[src/rtl/calc_pkg.sv]
// Shared opcode constants, controller state encoding and default operand width
// for the calculator datapath and its divider.
package calc_pkg;

  localparam int DEFAULT_WIDTH = 8;

  localparam logic [3:0] OP_NONE = 4'b0000;
  localparam logic [3:0] OP_ADD  = 4'b0001;
  localparam logic [3:0] OP_SUB  = 4'b0010;
  localparam logic [3:0] OP_MUL  = 4'b0100;
  localparam logic [3:0] OP_DIV  = 4'b1000;

  typedef enum logic [2:0] {
    ST_IDLE  = 3'd0,
    ST_ARITH = 3'd1,
    ST_MULT  = 3'd2,
    ST_DIVD  = 3'd3,
    ST_HOLD  = 3'd4
  } state_t;

  // Anything other than a single recognised one-hot code behaves as "no operation".
  function automatic logic [3:0] op_sanitize(input logic [3:0] op);
    case (op)
      OP_ADD, OP_SUB, OP_MUL, OP_DIV: return op;
      default:                        return OP_NONE;
    endcase
  endfunction

endpackage

[src/rtl/seq_divider.sv]
// Unsigned restoring divider: one quotient bit per clock for WIDTH clocks.
// done and the quotient/remainder outputs are valid together on the final iteration cycle.
module seq_divider #(
  parameter int WIDTH = 8
) (
  input  logic             CLK,
  input  logic             CLR,
  input  logic             start,
  input  logic [WIDTH-1:0] dividend,
  input  logic [WIDTH-1:0] divisor,
  output logic             busy,
  output logic             done,
  output logic [WIDTH-1:0] quotient,
  output logic [WIDTH-1:0] remainder
);

  localparam int CW = (WIDTH > 1) ? $clog2(WIDTH) : 1;
  localparam logic [CW-1:0] LAST = CW'(WIDTH - 1);

  logic [WIDTH-1:0] rem_reg, quo_reg, dvs_reg;
  logic [WIDTH-1:0] rem_next, quo_next;
  logic [CW-1:0]    cnt_reg;
  logic             busy_reg;
  logic [WIDTH:0]   rem_shift, trial;

  // The quotient register doubles as the dividend shift register.
  always_comb begin
    rem_shift = {rem_reg, quo_reg[WIDTH-1]};
    trial     = rem_shift - {1'b0, dvs_reg};
    rem_next  = trial[WIDTH] ? rem_shift[WIDTH-1:0] : trial[WIDTH-1:0];
    quo_next  = {quo_reg[WIDTH-2:0], ~trial[WIDTH]};
  end

  always_ff @(posedge CLK or negedge CLR) begin
    if (!CLR) begin
      rem_reg  <= '0;
      quo_reg  <= '0;
      dvs_reg  <= '0;
      cnt_reg  <= '0;
      busy_reg <= 1'b0;
    end else if (start && !busy_reg) begin
      rem_reg  <= '0;
      quo_reg  <= dividend;
      dvs_reg  <= divisor;
      cnt_reg  <= '0;
      busy_reg <= 1'b1;
    end else if (busy_reg) begin
      rem_reg <= rem_next;
      quo_reg <= quo_next;
      cnt_reg <= cnt_reg + 1'b1;
      if (cnt_reg == LAST) busy_reg <= 1'b0;
    end
  end

  assign busy      = busy_reg;
  assign done      = busy_reg && (cnt_reg == LAST);
  assign quotient  = quo_next;
  assign remainder = rem_next;

endmodule

[src/rtl/calc_datapath.sv]
// Calculator datapath: operand registers, single-cycle add/subtract, iterative
// shift-add multiply and restoring divide, with a hold-until-opcode-changes result.
module calc_datapath
  import calc_pkg::*;
#(
  parameter int WIDTH = DEFAULT_WIDTH
) (
  input  logic               CLK,
  input  logic               CLR,
  input  logic [WIDTH-1:0]   SW,
  input  logic               LdA,
  input  logic               LdB,
  input  logic [3:0]         OP,
  input  logic               START_MUL,
  input  logic               START_DIV,
  output logic [2*WIDTH-1:0] RESULT,
  output logic               BUSY,
  output logic               DONE,
  output logic               NEG,
  output logic               DIV0
);

  localparam int CW = (WIDTH > 1) ? $clog2(WIDTH) : 1;
  localparam logic [CW-1:0] LAST = CW'(WIDTH - 1);

  state_t             state_reg;
  logic [WIDTH-1:0]   a_reg, b_reg;
  logic [3:0]         op_reg;
  logic               mul_prev_reg, div_prev_reg;
  logic               mul_armed_reg, div_armed_reg;
  logic [2*WIDTH-1:0] mcand_reg, acc_reg, result_reg;
  logic [WIDTH-1:0]   mplier_reg;
  logic [CW-1:0]      mcnt_reg;
  logic               mul_busy_reg, done_reg, neg_reg, div0_reg;

  logic [3:0]         op_eff;
  logic               mul_rise, div_rise, div_start;
  logic               div_busy, div_done;
  logic [WIDTH-1:0]   div_quo, div_rem;
  logic [WIDTH:0]     sum_w, diff_w;
  logic [2*WIDTH-1:0] acc_next;

  // A start only counts once the request has been seen low since reset,
  // so a level still held high across reset cannot fire.
  always_comb begin
    op_eff    = op_sanitize(OP);
    mul_rise  = START_MUL && !mul_prev_reg && mul_armed_reg;
    div_rise  = START_DIV && !div_prev_reg && div_armed_reg;
    div_start = (state_reg == ST_IDLE) && (op_eff == OP_DIV) && div_rise && (b_reg != '0);
    sum_w     = {1'b0, a_reg} + {1'b0, b_reg};
    diff_w    = {1'b0, a_reg} - {1'b0, b_reg};
    acc_next  = mplier_reg[0] ? (acc_reg + mcand_reg) : acc_reg;
  end

  seq_divider #(.WIDTH(WIDTH)) u_div (
    .CLK       (CLK),
    .CLR       (CLR),
    .start     (div_start),
    .dividend  (a_reg),
    .divisor   (b_reg),
    .busy      (div_busy),
    .done      (div_done),
    .quotient  (div_quo),
    .remainder (div_rem)
  );

  assign BUSY = mul_busy_reg | div_busy;

  always_ff @(posedge CLK or negedge CLR) begin
    if (!CLR) begin
      state_reg     <= ST_IDLE;
      a_reg         <= '0;
      b_reg         <= '0;
      op_reg        <= OP_NONE;
      mul_prev_reg  <= 1'b0;
      div_prev_reg  <= 1'b0;
      mul_armed_reg <= 1'b0;
      div_armed_reg <= 1'b0;
      mcand_reg     <= '0;
      mplier_reg    <= '0;
      acc_reg       <= '0;
      mcnt_reg      <= '0;
      result_reg    <= '0;
      mul_busy_reg  <= 1'b0;
      done_reg      <= 1'b0;
      neg_reg       <= 1'b0;
      div0_reg      <= 1'b0;
    end else begin
      mul_prev_reg <= START_MUL;
      div_prev_reg <= START_DIV;
      if (!START_MUL) mul_armed_reg <= 1'b1;
      if (!START_DIV) div_armed_reg <= 1'b1;

      if (!BUSY) begin
        if (LdA) a_reg <= SW;
        if (LdB) b_reg <= SW;
      end

      case (state_reg)
        ST_IDLE: begin
          if (op_eff == OP_ADD || op_eff == OP_SUB) begin
            op_reg    <= op_eff;
            state_reg <= ST_ARITH;
          end else if (op_eff == OP_MUL && mul_rise) begin
            op_reg       <= op_eff;
            mcand_reg    <= {{WIDTH{1'b0}}, a_reg};
            mplier_reg   <= b_reg;
            acc_reg      <= '0;
            mcnt_reg     <= '0;
            mul_busy_reg <= 1'b1;
            state_reg    <= ST_MULT;
          end else if (op_eff == OP_DIV && div_rise) begin
            op_reg    <= op_eff;
            state_reg <= ST_DIVD;
          end
        end

        ST_ARITH: begin
          if (op_reg == OP_SUB) begin
            result_reg <= {{(WIDTH-1){diff_w[WIDTH]}}, diff_w};
            neg_reg    <= (a_reg < b_reg);
          end else begin
            result_reg <= {{(WIDTH-1){1'b0}}, sum_w};
            neg_reg    <= 1'b0;
          end
          div0_reg  <= 1'b0;
          done_reg  <= 1'b1;
          state_reg <= ST_HOLD;
        end

        ST_MULT: begin
          acc_reg    <= acc_next;
          mcand_reg  <= mcand_reg << 1;
          mplier_reg <= mplier_reg >> 1;
          mcnt_reg   <= mcnt_reg + 1'b1;
          if (mcnt_reg == LAST) begin
            result_reg   <= acc_next;
            mul_busy_reg <= 1'b0;
            neg_reg      <= 1'b0;
            div0_reg     <= 1'b0;
            done_reg     <= 1'b1;
            state_reg    <= ST_HOLD;
          end
        end

        // Divider not running on the first DIVD cycle means B was zero at dispatch.
        ST_DIVD: begin
          if (div_done) begin
            result_reg <= {div_rem, div_quo};
            neg_reg    <= 1'b0;
            div0_reg   <= 1'b0;
            done_reg   <= 1'b1;
            state_reg  <= ST_HOLD;
          end else if (!div_busy) begin
            result_reg <= '1;
            neg_reg    <= 1'b0;
            div0_reg   <= 1'b1;
            done_reg   <= 1'b1;
            state_reg  <= ST_HOLD;
          end
        end

        ST_HOLD: begin
          if (op_eff != op_reg) begin
            done_reg  <= 1'b0;
            neg_reg   <= 1'b0;
            div0_reg  <= 1'b0;
            state_reg <= ST_IDLE;
          end
        end

        default: state_reg <= ST_IDLE;
      endcase
    end
  end

  assign RESULT = result_reg;
  assign DONE   = done_reg;
  assign NEG    = neg_reg;
  assign DIV0   = div0_reg;

endmodule

[config.mk]
export PLATFORM = sky130hd
export DESIGN_NAME = calc_datapath
export DESIGN_NICKNAME = d
export VERILOG_FILES = /design/src/rtl/calc_pkg.sv /design/src/rtl/seq_divider.sv /design/src/rtl/calc_datapath.sv
export SDC_FILE = /design/constraint.sdc
export NUM_CORES = 1
export LEC_CHECK = 0
export CAP_MARGIN = 20
export CORE_MARGIN = 3
export CORE_UTILIZATION = 40
export CTS_CLUSTER_SIZE = 24
export DETAILED_ROUTE_END_ITERATION = 8
export SLEW_MARGIN = 25
export SYNTH_ARGS = -nofsm -noshare
export SYNTH_HDL_FRONTEND = slang
export SYNTH_SLANG_ARGS = --single-unit
[constraint.sdc]
create_clock -name CLK -period 3.3 [get_ports CLK]
set_input_delay 0.66 -clock CLK [delete_from_list [all_inputs] [get_ports CLK]]
set_output_delay 0.66 -clock CLK [all_outputs]
set_load 0.05 [all_outputs]
**Word-level counts from Yosys, hierarchy flattened**

Index checks and enable logic that the tools add are counted.

- Flip-flop bits (word level): 118
- Bits of input ports: 18
- Output and inout bits: 20

- $add $sub $neg: 6
- Magnitude comparators: 1
- Eq/ne operators: 22
- Multiplexer cells: 55
- Bitwise operators: 3
- Reduce and logical (&&, ||, !) cells: 31

Operators by type and width:

| kind | count |
|---|---|
| $mux 16 | 9 |
| $pmux 16 s2 | 2 |
| $mux 8 | 7 |
| $pmux 16 s3 | 1 |
| $mux 3 | 11 |
| $add 16x16->16 | 1 |
| $mux 4 | 4 |
| $pmux 8 s2 | 1 |
| $pmux 3 s5 | 1 |
| $mux 1 | 14 |
| $eq 4x2->1 const B | 3 |
| $pmux 1 s4 | 3 |
| $reduce_and 4->1 | 3 |
| $logic_and 1x1->1 | 11 |
| $add 8x8->9 | 1 |
| $eq 3x3->1 const B | 3 |
| $sub 8x8->9 | 1 |
| $sub 9x8->9 | 1 |
| $eq 4x1->1 const B | 2 |
| $eq 4x3->1 const B | 2 |
| $eq 4x4->1 const B | 2 |
| $lt 8x8->1 | 1 |
| $reduce_bool 8->1 | 1 |
| $add 3x1->3 const B | 2 |
| other kinds (20) | 31 |

**Depth between registers and ports, before layout**

Gate-level depths: netlist of run 1.

- Depth in word-level cells: 9
- Depth in mapped cells: 11
- Depth with buffers taken out: 11

**By module**

A second synthesis of run 1 with hierarchy kept.

- Cells, all modules: 778
- Area, all modules: 7,362.1 um^2

By module, submodules not included:

| module | times used | cells each | area each (um^2) | seq. area each (um^2) |
|---|---|---|---|---|
| calc_datapath | 1 | 612 | 5,664.2 | 2,252.2 |
| seq_divider | 1 | 166 | 1,697.9 | 700.7 |

**Worst setup path after synthesis of run 1**

OpenSTA, ideal clock, no wires.

- Kind: flip-flop to flip-flop
- Start point: reg u_div.quo_reg[7]
- End point: reg result_reg[8] (netlist: RESULT[8])
- Data arrival time: 2.461 ns
- Required time: 3.233 ns
- Path slack: 0.772 ns
- Stages on the path, launching flop included: 12
- Cells stage by stage: dfrtp_1 -> inv_1 -> ha_1 -> inv_1 -> fa_1 -> a21o_1 -> a22oi_1 -> a21oi_2 -> xnor2_4 -> mux2_1 -> o21ai_0 -> o32a_1

- Word-level cells in the longest chain between the ends: 4

Ends and longest elaborated chain:

| item | RTL line | text |
|---|---|---|
| start: declaration | seq_divider.sv:20 | `logic [WIDTH-1:0] rem_reg, quo_reg, dvs_reg;` |
| start signal: assignment | seq_divider.sv:43 | `quo_reg <= dividend;` |
| start signal: assignment | seq_divider.sv:49 | `quo_reg <= quo_next;` |
| $sub 9x8->9 | seq_divider.sv:29 | `trial = rem_shift - {1'b0, dvs_reg};` |
| $mux 8 (*) | seq_divider.sv:30 | `rem_next = trial[WIDTH] ? rem_shift[WIDTH-1:0] : trial[WIDTH-1:0];` |
| $mux 16 (*) | calc_datapath.sv:148 | `if (div_done) begin` |
| $pmux 16 s3 (*) | calc_datapath.sv:99 | `case (state_reg)` |
| end signal: assignment | calc_datapath.sv:120 | `result_reg <= {{(WIDTH-1){diff_w[WIDTH]}}, diff_w};` |
| end signal: assignment | calc_datapath.sv:123 | `result_reg <= {{(WIDTH-1){1'b0}}, sum_w};` |
| end signal: assignment | calc_datapath.sv:149 | `result_reg <= {div_rem, div_quo};` |
| end: declaration | calc_datapath.sv:31 | `logic [2*WIDTH-1:0] mcand_reg, acc_reg, result_reg;` |

Mark *: on every way between the ends. The rest lies on a longest branch, timed or not.
A chain may end at the register's enable or synchronous reset.

**Worst setup path after layout of run 1**

- Start point: reg b_reg[0]
- End point: reg result_reg[8] (netlist: RESULT[8])

- Word-level cells in the longest chain between the ends: 3
- Elaborated cells on any way between the ends: 4

Ends and longest elaborated chain:

| item | RTL line | text |
|---|---|---|
| start: declaration | calc_datapath.sv:27 | `logic [WIDTH-1:0] a_reg, b_reg;` |
| start signal: assignment | calc_datapath.sv:73 | `b_reg <= '0;` |
| start signal: assignment | calc_datapath.sv:96 | `if (LdB) b_reg <= SW;` |
| $add 8x8->9 / $sub 8x8->9 (equally long branches) | calc_datapath.sv:50, calc_datapath.sv:51 |  |
| $mux 16 (*) | calc_datapath.sv:119 | `if (op_reg == OP_SUB) begin` |
| $pmux 16 s3 (*) | calc_datapath.sv:99 |  |
| end signal: assignment | calc_datapath.sv:120 |  |
| end signal: assignment | calc_datapath.sv:123 |  |
| end signal: assignment | calc_datapath.sv:137 | `result_reg <= acc_next;` |

Marks and branches as above.

==> flow_summary_export.csv, run 1 <==
group,metric,value,unit
synth,synth_edf_count,0,
global_routing,grt_pass1_vias,5828,
clocking,numCtsBuffers,17,
power,power_leakage,3.92,nW
synth,synth.distinct_cells,72,
clocking,clk_pin_slew,50,ps
route,drt_iter0_drc,434,
clocking,hold_buffers,0,
synth,synth-seq-area-share,41.6,%
finish,fin_nets,851,
timing,grt_setup_unrepaired,"false",
floorplanning,start_util,40.9,%
place,gp_congestion,0.853,
clocking,postCtsSetupRepairBufs,0,
worst_setup_path,path_delay_family,"simple AND/OR/NAND/NOR gates",
worst_setup_path,critPathBufInv,1,
finish,final_util,48.7,%
power,p_clk_share,23.6,%
route,routedWlPerCell,18.4,µm
timing,setup_viol,0,
worst_setup_path,worst-setup-path-type,"flop to flop",
power,vdd_drop_max,0.702,mV
route,route.vias.total,5774,
place,dpl_cell_area,7770,µm²
worst_setup_path,crit_top_cell,"a21oi_1",
route,ant_nets,0,
timing,timing.final.crit_share,86.8,%
power,p_per_area,1070,nW/µm²
timing,maxSlewHeadroom,43.6,%
finish,final_cell_count_no_fill,1023,
synth,synthCells,743,
route,drt-total-wl,18900,µm
global_routing,grt_start_max_net_pins,51,
floorplanning,die_area,19400,µm²
worst_setup_path,max_stage_delay,540,ps
route,vias_per_cell,5.64,
floorplanning,die-height,139,µm
global_routing,grt-ovfl-total,0,
place,placed_cells,992,
place,dp_hpwl,14000,µm
outcome,status,"complete, no violations",
synth,synth.top_cell.area_share,41.6,%
synth,yosys-top-cells-count,"118 x dfrtp_1, 94 x nand2_1, 69 x o21ai_0, 43 x ha_1, 43 x mux2i_1",
floorplanning,rows,48,
floorplanning,die_w,139,µm
clocking,cts-root-buf,"clkbuf_16",
worst_setup_path,endpoint_kind,"flop",
timing,fin_skew,8.09,ps
clocking,clock-sinks,118,
floorplanning,core,17400,µm²
synth,yosysTopAreaCell,"dfrtp_1",
clocking,htree_levels,4,
worst_setup_path,worstPathArrival,3220,ps
global_routing,grt_pass1_wl,30700,µm
finish,syn2layout_area_growth,19.1,%
worst_setup_path,startpoint_type,"flop",
synth,ys.flop_type,"dfrtp_1",
timing,tightest_slew,844,ps
place,io_buffers,37,
route,drc,0,
timing,finalCriticalPeriod,2870,ps
global_routing,grt.total_usage,19.9,%
synth,synth.avg_cell_area,9.55,µm²
min_path,holdCritPathClass,"input port to async pin",
power,switchingPower,3.75,mW
power,combPwrFrac,48.0,%
finish,antenna_cells,0,
worst_setup_path,cp_cell_sequence,"ha_1, inv_1, fa_1, o21bai_1, a21oi_1, or3_1, a21oi_1, nor3_1, nor4_1, o32a_1",
floorplanning,ios,38,
worst_setup_path,required,3650,ps
synth,ys_top_cells_by_area,"dfrtp_1 42%, ha_1 7.6%, mux2i_1 6.1%",
timing,tns,0,ps
power,intPower,5.29,mW
power,seq_power_share,28.4,%
power,swShare,41.5,%
finish,drive_above_1_share,10.9,%
worst_setup_path,slowest_stage,"dfrtp_1",
timing,hold_viol,0,
synth,ys_warn_count,0,
synth,synth.most_common_cell,"dfrtp_1",
clocking,cts_tree,"done",
clocking,cts_resized,0,
worst_setup_path,crit_path_max_fanout,6,
timing,slew_violations,0,
synth,synthArstFlopShare,100,%
clocking,clock_latency,420,ps
synth,synth_nets,808,
route,drtPass1Iterations,5,
flow_run,max_cap_viol_count,0,
finish,stdcell_area,8450,µm²
synth,ys_seq_elements,118,
global_routing,antenna_found_initial,0,
clocking,clk_path_buf_depth,2,
synth,netlist_area,7100,µm²
timing,fmax,349,MHz
[worst register-to-register path, stage by stage, from the launching register on]
cell	delay (ps)
dfrtp_1	540
ha_1	250
inv_1	60
fa_1	380
o21bai_1	150
a21oi_1	130
or3_1	320
a21oi_1	150
nor3_1	60
nor4_1	520
o32a_1	250
[per-layer routing]
metal  vias up  track usage (%)  part of all wire (%)
met3        19             5.05                   4.5
met1      2855             25.9                    46
met5         -                0                     0
met2       142             33.2                    48
met4         0             5.36                   1.5
li1       2758                -                     -
[through the flow]
stage / setup WS [ps] / total power, mW / hold slack (ps)
after floorplan: 772 / 5.60 / 364
after global placement: 324 / 6.78 / 454
after detailed placement: 234 / 6.89 / 453
after CTS: 451 / 9.08 / 214
after global routing: 213 / 9.68 / 232
final: 435 / 9.04 / 209
[layout make-up]
cell class                 instances  area [µm²]
tap                              225         282
multi-input combinational        556        3860
clock buffer                      22         484
timing repair buffer              60         553
sequential                       118        2950
clock inverter                     9         195
inverter                          33         124
fill                            1581        8900
[final timing paths]
path	from	to	slack [ps]	cells after the start
worst max-delay path	b_reg[0]	RESULT[8]	430	10
worst min-delay path	CLR	u_div.rem_reg[6]	210	1
worst max register to register	b_reg[0]	RESULT[8]	430	10
worst min register to register	mul_armed_reg	mul_armed_reg	470	1
max in group asynchronous	CLR	mplier_reg[1]	2400	2
min in group CLK	mul_armed_reg	mul_armed_reg	470	1
[power groups by stage]
stage / Sequential [mW] / Combinational, mW / Clock (mW)
2_1_floorplan: 2.72 / 2.88 / 0
3_3_place_gp: 2.56 / 4.21 / 0
3_5_place_dp: 2.58 / 4.31 / 0
4_1_cts: 2.57 / 4.35 / 2.17
5_1_grt: 2.65 / 4.79 / 2.23
6_report: 2.57 / 4.33 / 2.14
[placed cells by master (no fill, tap or decap), types with 3 or more instances in the layout]
cell type / count
xnor2_1: 15
or2_2: 6
mux2_2: 11
ha_1: 43
bufinv_16: 6
buf_4: 23
or3_1: 3
clkbuf_16: 17
clkbuf_8: 4
nor2b_1: 9
and2_1: 3
a21o_1: 17
dfrtp_1: 118
inv_1: 33
a22o_1: 17
a211o_1: 4
o211a_1: 5
nor2_1: 36
a22oi_1: 3
o21ai_0: 69
fa_1: 4
o22ai_1: 4
a211oi_1: 4
xor2_1: 5
nor4_1: 4
a31oi_1: 6
nand3_1: 8
and3_1: 3
o21bai_1: 3
nand2b_1: 9
a21oi_1: 41
nand4_1: 4
nand2_1: 94
mux2i_1: 43
o211ai_1: 12
nor3_1: 16
clkdlybuf4s50_1: 36
a21boi_0: 3
o22a_1: 5
clkinv_2: 3
[cell families after synthesis]
family          count (synthesis)  share of synthesized area, %
flops                         118                          41.6
xor+xnor                       21                          2.86
mux                            55                          7.97
simple gates                  213                          14.6
buf+inv                        69                          4.07
compound gates                220                          20.2
fa+ha+maj                      47                          8.71
Note: power is estimated with default switching activity, not from simulation.
==> run 2: changes to the inputs <==
--- a/config.mk
+++ b/config.mk
@@ -10,7 +10,7 @@
 export CORE_UTILIZATION = 40
 export CTS_CLUSTER_SIZE = 24
 export DETAILED_ROUTE_END_ITERATION = 8
-export SLEW_MARGIN = 25
+export SLEW_MARGIN = 20
 export SYNTH_ARGS = -nofsm -noshare
 export SYNTH_HDL_FRONTEND = slang
 export SYNTH_SLANG_ARGS = --single-unit
==> results of run 2 <==
No change in the layout: final DEF, timing and power equal those of run 1.
